File: src/rtl/gfx_frame_regs.sv
// Double-buffered game/graphics register file: CPU writes shadows, a COMMIT arms a swap
// into the displayed registers at the next frame_end. Optional macro GFX_DEMO_ANIM_EN adds a paddle-1 sweep.
module gfx_frame_regs (
    input  logic        clk,
    input  logic        rst,
    input  logic        wr_en,
    input  logic [3:0]  wr_addr,
    input  logic [15:0] wr_data,
    input  logic        frame_end,
    output logic [15:0] pad1_x,
    output logic [15:0] pad1_y,
    output logic [15:0] pad2_x,
    output logic [15:0] pad2_y,
    output logic [15:0] ball_x,
    output logic [15:0] ball_y,
    output logic [15:0] ball_z,
    output logic [15:0] score1,
    output logic [15:0] score2,
    output logic [15:0] game_state,
    output logic [15:0] frame_cnt,
    output logic        swap,
    output logic        commit_pending
);
    localparam int          NUM_REGS    = 10;
    localparam logic [3:0]  COMMIT_ADDR = 4'd10;

    typedef enum logic {IDLE, ARMED} state_t;

    state_t      state_reg;
    logic [15:0] frame_cnt_reg;
    logic        swap_reg;
    logic        commit_pending_reg;

    logic commit_wr;
    logic load;
    logic sweep;

    assign commit_wr = wr_en && (wr_addr == COMMIT_ADDR);
    assign load      = (state_reg == ARMED) && frame_end;
    assign sweep     = (state_reg == IDLE) && frame_end;

    function automatic logic [15:0] reset_value(input int idx);
        case (idx)
            0:       reset_value = 16'd100;
            1:       reset_value = 16'd200;
            2:       reset_value = 16'd350;
            3:       reset_value = 16'd250;
            default: reset_value = 16'd0;
        endcase
    endfunction

    genvar gi;
    generate
        for (gi = 0; gi < NUM_REGS; gi++) begin : g_reg
            logic [15:0] shadow_reg;
            logic [15:0] active_reg;

            always_ff @(posedge clk) begin
                if (rst)
                    shadow_reg <= reset_value(gi);
                else if (wr_en && (wr_addr == 4'(gi)))
                    shadow_reg <= wr_data;
            end

            // A write landing on the swap edge is not seen here: active takes the old shadow.
            always_ff @(posedge clk) begin
                if (rst)
                    active_reg <= reset_value(gi);
                else if (load)
                    active_reg <= shadow_reg;
`ifdef GFX_DEMO_ANIM_EN
                else if ((gi == 0) && sweep)
                    active_reg <= (active_reg <= 16'd400) ? active_reg + 16'd1 : 16'd100;
`endif
            end
        end
    endgenerate

    always_ff @(posedge clk) begin
        if (rst) begin
            state_reg          <= IDLE;
            frame_cnt_reg      <= 16'd0;
            swap_reg           <= 1'b0;
            commit_pending_reg <= 1'b0;
        end else begin
            swap_reg <= 1'b0;
            if (frame_end)
                frame_cnt_reg <= frame_cnt_reg + 16'd1;
            case (state_reg)
                IDLE: begin
                    if (commit_wr) begin
                        state_reg          <= ARMED;
                        commit_pending_reg <= 1'b1;
                    end
                end
                ARMED: begin
                    if (frame_end) begin
                        state_reg          <= IDLE;
                        commit_pending_reg <= 1'b0;
                        swap_reg           <= 1'b1;
                    end
                end
                default: begin
                    state_reg          <= IDLE;
                    commit_pending_reg <= 1'b0;
                end
            endcase
        end
    end

    // sweep is only consumed when the demo animation is built in
    logic unused_sweep;
    assign unused_sweep = sweep;

    assign pad1_x         = g_reg[0].active_reg;
    assign pad1_y         = g_reg[1].active_reg;
    assign pad2_x         = g_reg[2].active_reg;
    assign pad2_y         = g_reg[3].active_reg;
    assign ball_x         = g_reg[4].active_reg;
    assign ball_y         = g_reg[5].active_reg;
    assign ball_z         = g_reg[6].active_reg;
    assign score1         = g_reg[7].active_reg;
    assign score2         = g_reg[8].active_reg;
    assign game_state     = g_reg[9].active_reg;
    assign frame_cnt      = frame_cnt_reg;
    assign swap           = swap_reg;
    assign commit_pending = commit_pending_reg;

endmodule
File: config.mk
export PLATFORM = sky130hd
export DESIGN_NAME = gfx_frame_regs
export DESIGN_NICKNAME = d
export VERILOG_FILES = /design/src/rtl/gfx_frame_regs.sv
export SDC_FILE = /design/constraint.sdc
export NUM_CORES = 1
export LEC_CHECK = 0
export ABC_AREA = 1
export CAP_MARGIN = 20
export CORE_AREA = 3 3 190 192
export DETAILED_ROUTE_END_ITERATION = 6
export DIE_AREA = 0 0 193 195
export PLACE_DENSITY = 0.61
export SYNTH_ARGS = -nofsm -noshare
export SYNTH_HDL_FRONTEND = slang
export SYNTH_SLANG_ARGS = --single-unit
File: constraint.sdc
create_clock -name clk -period 1.36 [get_ports clk]
set_input_delay 0.136 -clock clk [delete_from_list [all_inputs] [get_ports clk]]
set_output_delay 0.136 -clock clk [all_outputs]
set_load 0.005 [all_outputs]
# Word level (Yosys, flattened, before mapping)
# Cells that the tools add are included.
op_classes:
  mul: 0
  shift: 0
  n_addsub: 1
  n_bitwise: 1
  n_eq_ne: 12
  reduce_logical: 15
  magnitude_cmp: 0
  mux: 7
  div: 0
ops:
  columns: ["op", "n"]
  rows:
  - ["adder 16 x 1 -> 16 bit (second input constant)", 1]
  - ["== test 4 x 3 -> 1 bit (second input constant)", 4]
  - ["== test 4 bit (second input constant)", 3]
  - ["logical AND 1 bit", 12]
  - ["== test 4 x 2 -> 1 bit (second input constant)", 2]
  - ["two-way mux 1 bit", 5]
  - ["== test 4 x 1 -> 1 bit (second input constant)", 1]
  - ["logical NOT 4 bit", 1]
  - ["!= test 2 bit (second input constant)", 2]
  - ["one-hot mux 1 bit (2 select lines)", 2]
  - ["AND reduction 2 bit", 1]
  - ["OR reduction 2 bit", 1]
  - ["inverter 1 bit", 1]
word_totals:
  elab_cells: 60
  in_bits: 24
  ff_bits: 339
  n_memories: 0
  latch_bits: 0
  ramBits: 0
  rom_bits: 0

# Logic depth before layout (Yosys ltp)
# Gate-level depths: netlist (run 1).
logic_depth:
  depth_word: 4
  ltp_mapped: 8
  depth_no_buf: 8

# Worst setup path before layout (run 1)
# No wires, ideal clock.
synth_timing:
  kind: "reg-to-reg"
  start: "register frame_cnt_reg[0] (netlist: frame_cnt[0])"
  end: "register frame_cnt_reg[14] (netlist: frame_cnt[14])"
  required_ns: 1.247
  arrival_time_ns: 1.038
  period_less_slack_ns: 1.151
  slack_ns: 0.209
  path_buffers: 0
  path_stages_with_launch: 7
  cell_sequence: "dfxtp_1 ha_1 inv_1 nor2_1 nand4_1 nor2_1 nor2_1"
synth_via:
  elab_chain_cells: 1
synth_rtl:
  columns: ["item", "line", "rtl"]
  rows:
  - ["start, declared", "30", "logic [15:0] frame_cnt_reg;"]
  - ["start signal, assigned", "88", "frame_cnt_reg <= frame_cnt_reg + 16'd1;"]
  - ["adder 16 x 1 -> 16 bit", "88", null]
# No other way between the ends.
# A chain may end at the register's enable or synchronous reset.

# Final worst setup path (run 1)
layout_timing:
  start: "register frame_cnt_reg[2] (netlist: frame_cnt[2])"
  end: "output frame_cnt[2]"
layout_lines:
  columns: ["item", "line", "rtl"]
  rows:
  - ["end, declared", "20", "output logic [15:0] frame_cnt,"]
# No word-level cell between the ends.

==> impl_metrics.json, run 1 <==
{
  "ys_seq_area_frac": 0.567,
  "nets": 1810,
  "largest_reg_flops": 160,
  "clockBufferDepth": 3,
  "rsz0062_at_grt": "true",
  "hold_violations": 0,
  "leakage_nw": 7.24,
  "n_fill_cell": 3447,
  "n_antenna_cell": 0,
  "htree_num_levels": 2,
  "wl_per_cell_microns": 15.7,
  "drive_above_1_share": 0.137,
  "yosys-top-cells-area": "dfxtp_1 (57%), nor2_1 (17%), o21ai_0 (11%)",
  "hp-start": "frame_end",
  "synth_area_leader_cell": "dfxtp_1",
  "timing.fmax_ghz": 0.768,
  "start_util": 0.347,
  "setup_tns_ns": 0,
  "seqCellArea_sq_um": 6840,
  "clock_latency_ns": 0.52,
  "ys_seq_elements": 339,
  "die-height_microns": 195,
  "rrSetupSlack_ns": 0.08,
  "post-route-period-util": 0.958,
  "vias": 10700,
  "worstHoldPathCells": 3,
  "die_w_microns": 193,
  "syn_nets": 1575,
  "root_buffer": "clkbuf_16",
  "cts_made_buffers": 37,
  "arrival_ns": 1.17,
  "worst_pin_slew_ns": 0.317,
  "cp_max_fo": 5,
  "min_to": "frame_cnt[1]",
  "grt.total_usage": 0.187,
  "slew_viol_final": 0,
  "path_clk_slew_ns": 0.06,
  "die_area_sq_um": 37600,
  "cts_tree": "done",
  "antenna_left": 0,
  "dp_hpwl_microns": 23700,
  "worst_hold_path_type": "in2reg",
  "timing.final.crit_period_ns": 1.30,
  "irDropWorstVdd_uv": 1050,
  "antenna_found_initial": 1,
  "crit_required_ns": 1.22,
  "core-area_sq_um": 34500,
  "grt_pass1_vias": 10200,
  "slew_headroom": 0.786,
  "grt_pass1_wl_microns": 56100,
  "synth.top_cell.area_share": 0.567,
  "avgSynthCellArea_sq_um": 7.73,
  "drt-initial-drc-count": 743,
  "io_pins": 202,
  "ys_warn_count": 0,
  "worstSetupPathType": "reg2out",
  "p_per_area_nw_per_um2": 1320,
  "gp_congestion": 0.858,
  "ys_types": 24,
  "synth_area_sq_um": 12000,
  "maxCapViolCount": 0,
  "cts_sinks": 339,
  "fin_hold_ws_ns": 0.402,
  "skew_ns": 0.0202,
  "endpoint_kind": "output port",
  "r2r-end": "frame_cnt[13]",
  "synth_cells": 1550,
  "r2r_start": "frame_cnt[5]",
  "syn_to_final_growth_pct": 37.3,
  "rows": 68,
  "drt_first_pass_iters": 7,
  "worstSetupStartpointType": "flip-flop",
  "io_buffers": 201,
  "multi_input_area_sq_um": 4640,
  "setup_viol": 0,
  "status": "complete, no violations",
  "gr-total-overflow": 0,
  "route.detailed.drc": 0,
  "wirelength_microns": 35700,
  "vias_per_cell": 4.73,
  "grt_start_max_net_pins": 58,
  "rr_worst_depth": 8
}
[logic make-up after synthesis]
logic type	after synthesis	synth area share
and+or+nand+nor	772	0.257
DFF	339	0.567
buffers and inverters	138	0.0493
xor gates and xnor gates	1	0.000731
adders and majority gates	1	0.00104
AOI/OAI and AO/OA	299	0.125
[how the worst max path moves through the flow]
stage                             end         start  cells past startpoint
6_report                 frame_cnt[2]  frame_cnt[2]                      2
5_1_grt                 frame_cnt[13]  frame_cnt[7]                      8
3_5_place_dp   g_reg[1].shadow_reg[5]    wr_addr[0]                      8
4_1_cts                  frame_cnt[9]  frame_cnt[1]                      9
2_1_floorplan           frame_cnt[14]  frame_cnt[0]                      6
3_3_place_gp   g_reg[1].shadow_reg[5]    wr_addr[0]                      8
[metrics by stage]
step | area [sq um] | utilization | instances | power [mW] | setup slack [ns]
floorplan | 12000 | - | 1550 | 10.9 | 0.209
global placement | 15300 | 0.442 | 2196 | 11.6 | -0.320
detailed placement | 15300 | 0.442 | 2196 | 11.6 | -0.364
CTS | 16400 | 0.475 | 2269 | 22.0 | 0.0112
global route | 16400 | 0.476 | 2269 | 22.5 | -0.0633
finish | 16400 | 0.476 | 2269 | 21.7 | 0.0574
[layout by cell type, fill, tap and decap left out, drive strengths merged]
cell type	synthesis	final
nand3	54	54
nand2	155	155
nor2	558	558
a31oi	1	1
dfxtp	339	339
inv	29	30
ha	1	1
buf	50	104
bufinv	0	4
nand4	3	3
clkdlybuf4s50	0	23
o21ai	264	264
clkbuf	59	55
clkdlybuf4s15	0	6
nor3	2	2
a21oi	33	33
a211oi	1	1
dlygate4sd2	0	171
xor2	1	1
clkinv	0	9
[power breakdown]
part	leakage (nW)	internal (mW)	switching, mW	total [mW]
sequential	2.76	10.1	0.0760	10.2
combinational	3.85	0.509	0.693	1.20
clock	0.631	6.36	3.99	10.4
total	7.24	16.9	4.76	21.7
[cells in the mapped netlist (all sizes together)]
library cell	instances
ha	1
nand4	3
buf	50
dfxtp	339
nand3	54
clkbuf	59
a211oi	1
inv	29
a31oi	1
xor2	1
nand2	155
a21oi	33
nor3	2
o21ai	264
nor2	558
[cell type report]
type,count,share of cell area
Clock buffer,54,0.0664
Clock inverter,14,0.0110
Inverter,29,0.00708
Multi-Input combinational cell,1073,0.282
Sequential cell,339,0.416
Tap cell,455,0.0346
Timing Repair Buffer,305,0.183
[repair_timing]
item,CTS,global route
gates resized for setup,230,11
setup buffers,5,0
gates cloned,0,0
pin swaps,0,1
endpoints found under the setup margin,178,13
hold buffers,0,0
[worst max-delay path: stages (launching register included)]
cell	delay, ns
dfxtp_2	0.34
buf_6	0.12
clkdlybuf4s15_1	0.20
[metal layers]
layer	global-route usage	vias to the layer above	part of all wire
li1	-	5427	-
met3	0.0314	56	0.060
met4	0.0461	2	0.020
met2	0.320	307	0.49
met5	0	-	0.00034
met1	0.244	4946	0.43
(Power assumes the default switching activity.)
==> inputs of run 2 (changes only) <==
--- a/config.mk
+++ b/config.mk
@@ -11,6 +11,7 @@
 export DETAILED_ROUTE_END_ITERATION = 6
 export DIE_AREA = 0 0 193 195
 export PLACE_DENSITY = 0.61
+export SKIP_CTS_REPAIR_TIMING = 1
 export SYNTH_ARGS = -nofsm -noshare
 export SYNTH_HDL_FRONTEND = slang
 export SYNTH_SLANG_ARGS = --single-unit
==> run 2 against run 1 <==
Effect of this change:
- flip-flop and latch count did not move
- fmax rose by 0.86%
- clock power barely moved
- utilization rose by 2.0 points
- non-clock buffer count rose by 1
- via count fell by 0.12%
- global-route usage fell by 0.075 points
- count of clock-buffer cells in the layout did not move
- register-to-register slack barely moved
==> impl_metrics.json, run 2 (synthesized netlist as in run 1, its figures left out) <==
{
  "status": "complete, no violations",
  "maxCapViolCount": 0,
  "dp_hpwl_microns": 23700,
  "cts_tree": "done",
  "wl_per_cell_microns": 15.8,
  "skew_ns": 0.0219,
  "worst_pin_slew_ns": 0.314,
  "io_pins": 202,
  "r2r_start": "frame_cnt[1]",
  "post_dp_cell_area_sq_um": 15300,
  "core-area_sq_um": 34500,
  "timing.final.crit_period_ns": 1.29,
  "antenna_left": 0,
  "die_area_sq_um": 37600,
  "leakage_nw": 9.50,
  "post-route-period-util": 0.950,
  "drt_first_pass_iters": 5,
  "timing.fmax_ghz": 0.774,
  "layout_commonest_cell": "nor2_1",
  "gp_congestion": 0.858,
  "grt.total_usage": 0.186,
  "pwr-share-comb": 0.056,
  "slew_headroom": 0.790,
  "wirelength_microns": 35900,
  "drive_above_1_share": 0.138,
  "rrSetupSlack_ns": 0.09,
  "gr-total-overflow": 0,
  "p_sw_mw": 4.78,
  "nets": 1811,
  "cp_max_fo": 4,
  "cts_sinks": 339,
  "arrival_ns": 1.16,
  "irDropWorstVdd_uv": 1100,
  "root_buffer": "clkbuf_16",
  "worst_hold_path_type": "in2reg",
  "io_buffers": 201,
  "rr_worst_depth": 9,
  "worstSetupPathType": "reg2out",
  "n_antenna_cell": 0,
  "crit_required_ns": 1.22,
  "die-height_microns": 195,
  "vias": 10700,
  "rsz0062_at_grt": "false",
  "worstHoldPathCells": 4,
  "largest_reg_flops": 160,
  "setup_viol": 0,
  "antenna_found_initial": 1,
  "most-common-layout-cells": "nor2_1 (544), dfxtp_1 (296), o21ai_0 (257), dlymetal6s2s_1 (178), nand2_1 (151)",
  "power.internal_mw": 17.0,
  "die_w_microns": 193,
  "start_util": 0.347,
  "endpoint_kind": "output port",
  "worstSetupStartpointType": "flip-flop",
  "grt_start_max_net_pins": 58,
  "clockBufferDepth": 3,
  "htree_num_levels": 2,
  "p_seq_frac": 0.467,
  "syn_to_final_growth_pct": 42.9,
  "hold_violations": 0,
  "path_clk_slew_ns": 0.06,
  "fin_hold_ws_ns": 0.415,
  "grt_pass1_vias": 10200,
  "p_per_area_nw_per_um2": 1270,
  "clock_latency_ns": 0.52,
  "route.detailed.drc": 0,
  "pwr-share-clk": 0.477,
  "finalInstanceArea_sq_um": 17100,
  "p_sw_frac": 0.220,
  "min_to": "g_reg[2].shadow_reg[1]",
  "vias_per_cell": 4.72,
  "hp-start": "wr_data[1]",
  "rows": 68,
  "grt_pass1_wl_microns": 55800,
  "slew_viol_final": 0,
  "drt-initial-drc-count": 731,
  "cts_made_buffers": 37,
  "r2r-end": "frame_cnt[9]"
}
run 2: stage by stage:
step | total power [mW] | worst slack (ns) | cells | util | TNS, ns
finish | 21.7 | 0.0685 | 2270 | 0.496 | 0
global route | 22.5 | 0.00172 | 2270 | 0.496 | 0
CTS | 22.0 | -0.341 | 2264 | 0.479 | -30.86
detailed placement | 11.6 | -0.364 | 2196 | 0.442 | -64.23
global placement | 11.6 | -0.320 | 2196 | 0.442 | -58.48
floorplan | 10.9 | 0.209 | 1550 | - | 0
run 2: layout make-up:
class / instances / area (sq um)
fillers: 3306 / 17400
flip-flops and latches: 339 / 6850
multi-input cells: 1073 / 4640
repair buffers: 306 / 3670
clock buffers: 54 / 1090
well taps: 455 / 569
clock inverters: 14 / 181
inverters: 29 / 116
run 2: worst max path at each step:
stage,from,endpoint,depth (start not counted)
after floorplan,frame_cnt[0],frame_cnt[14],6
after global placement,wr_addr[0],g_reg[1].shadow_reg[5],8
after detailed placement,wr_addr[0],g_reg[1].shadow_reg[5],8
after CTS,frame_cnt[3],frame_cnt[3],2
after global routing,frame_cnt[7],frame_cnt[13],8
final,frame_cnt[0],frame_cnt[0],2
run 2: power by group through the flow:
stage / clock [mW] / sequential [mW] / combinational, mW
3_5_place_dp: 0 / 10.4 / 1.23
6_report: 10.4 / 10.2 / 1.22
4_1_cts: 10.6 / 10.2 / 1.23
5_1_grt: 11.0 / 10.2 / 1.34
3_3_place_gp: 0 / 10.4 / 1.21
2_1_floorplan: 0 / 10.4 / 0.557
run 2: metal layers:
layer	track usage	up-vias	routed length, microns
li1	-	5433	-
met1	0.243	4964	15700
met2	0.317	274	17400
met3	0.0321	52	2140
met4	0.0501	2	682
met5	0	-	12
run 2: critical path: stages, from the launching register on:
cell and delay (ns):
dfxtp_4 0.37, buf_4 0.14, dlymetal6s2s_1 0.14
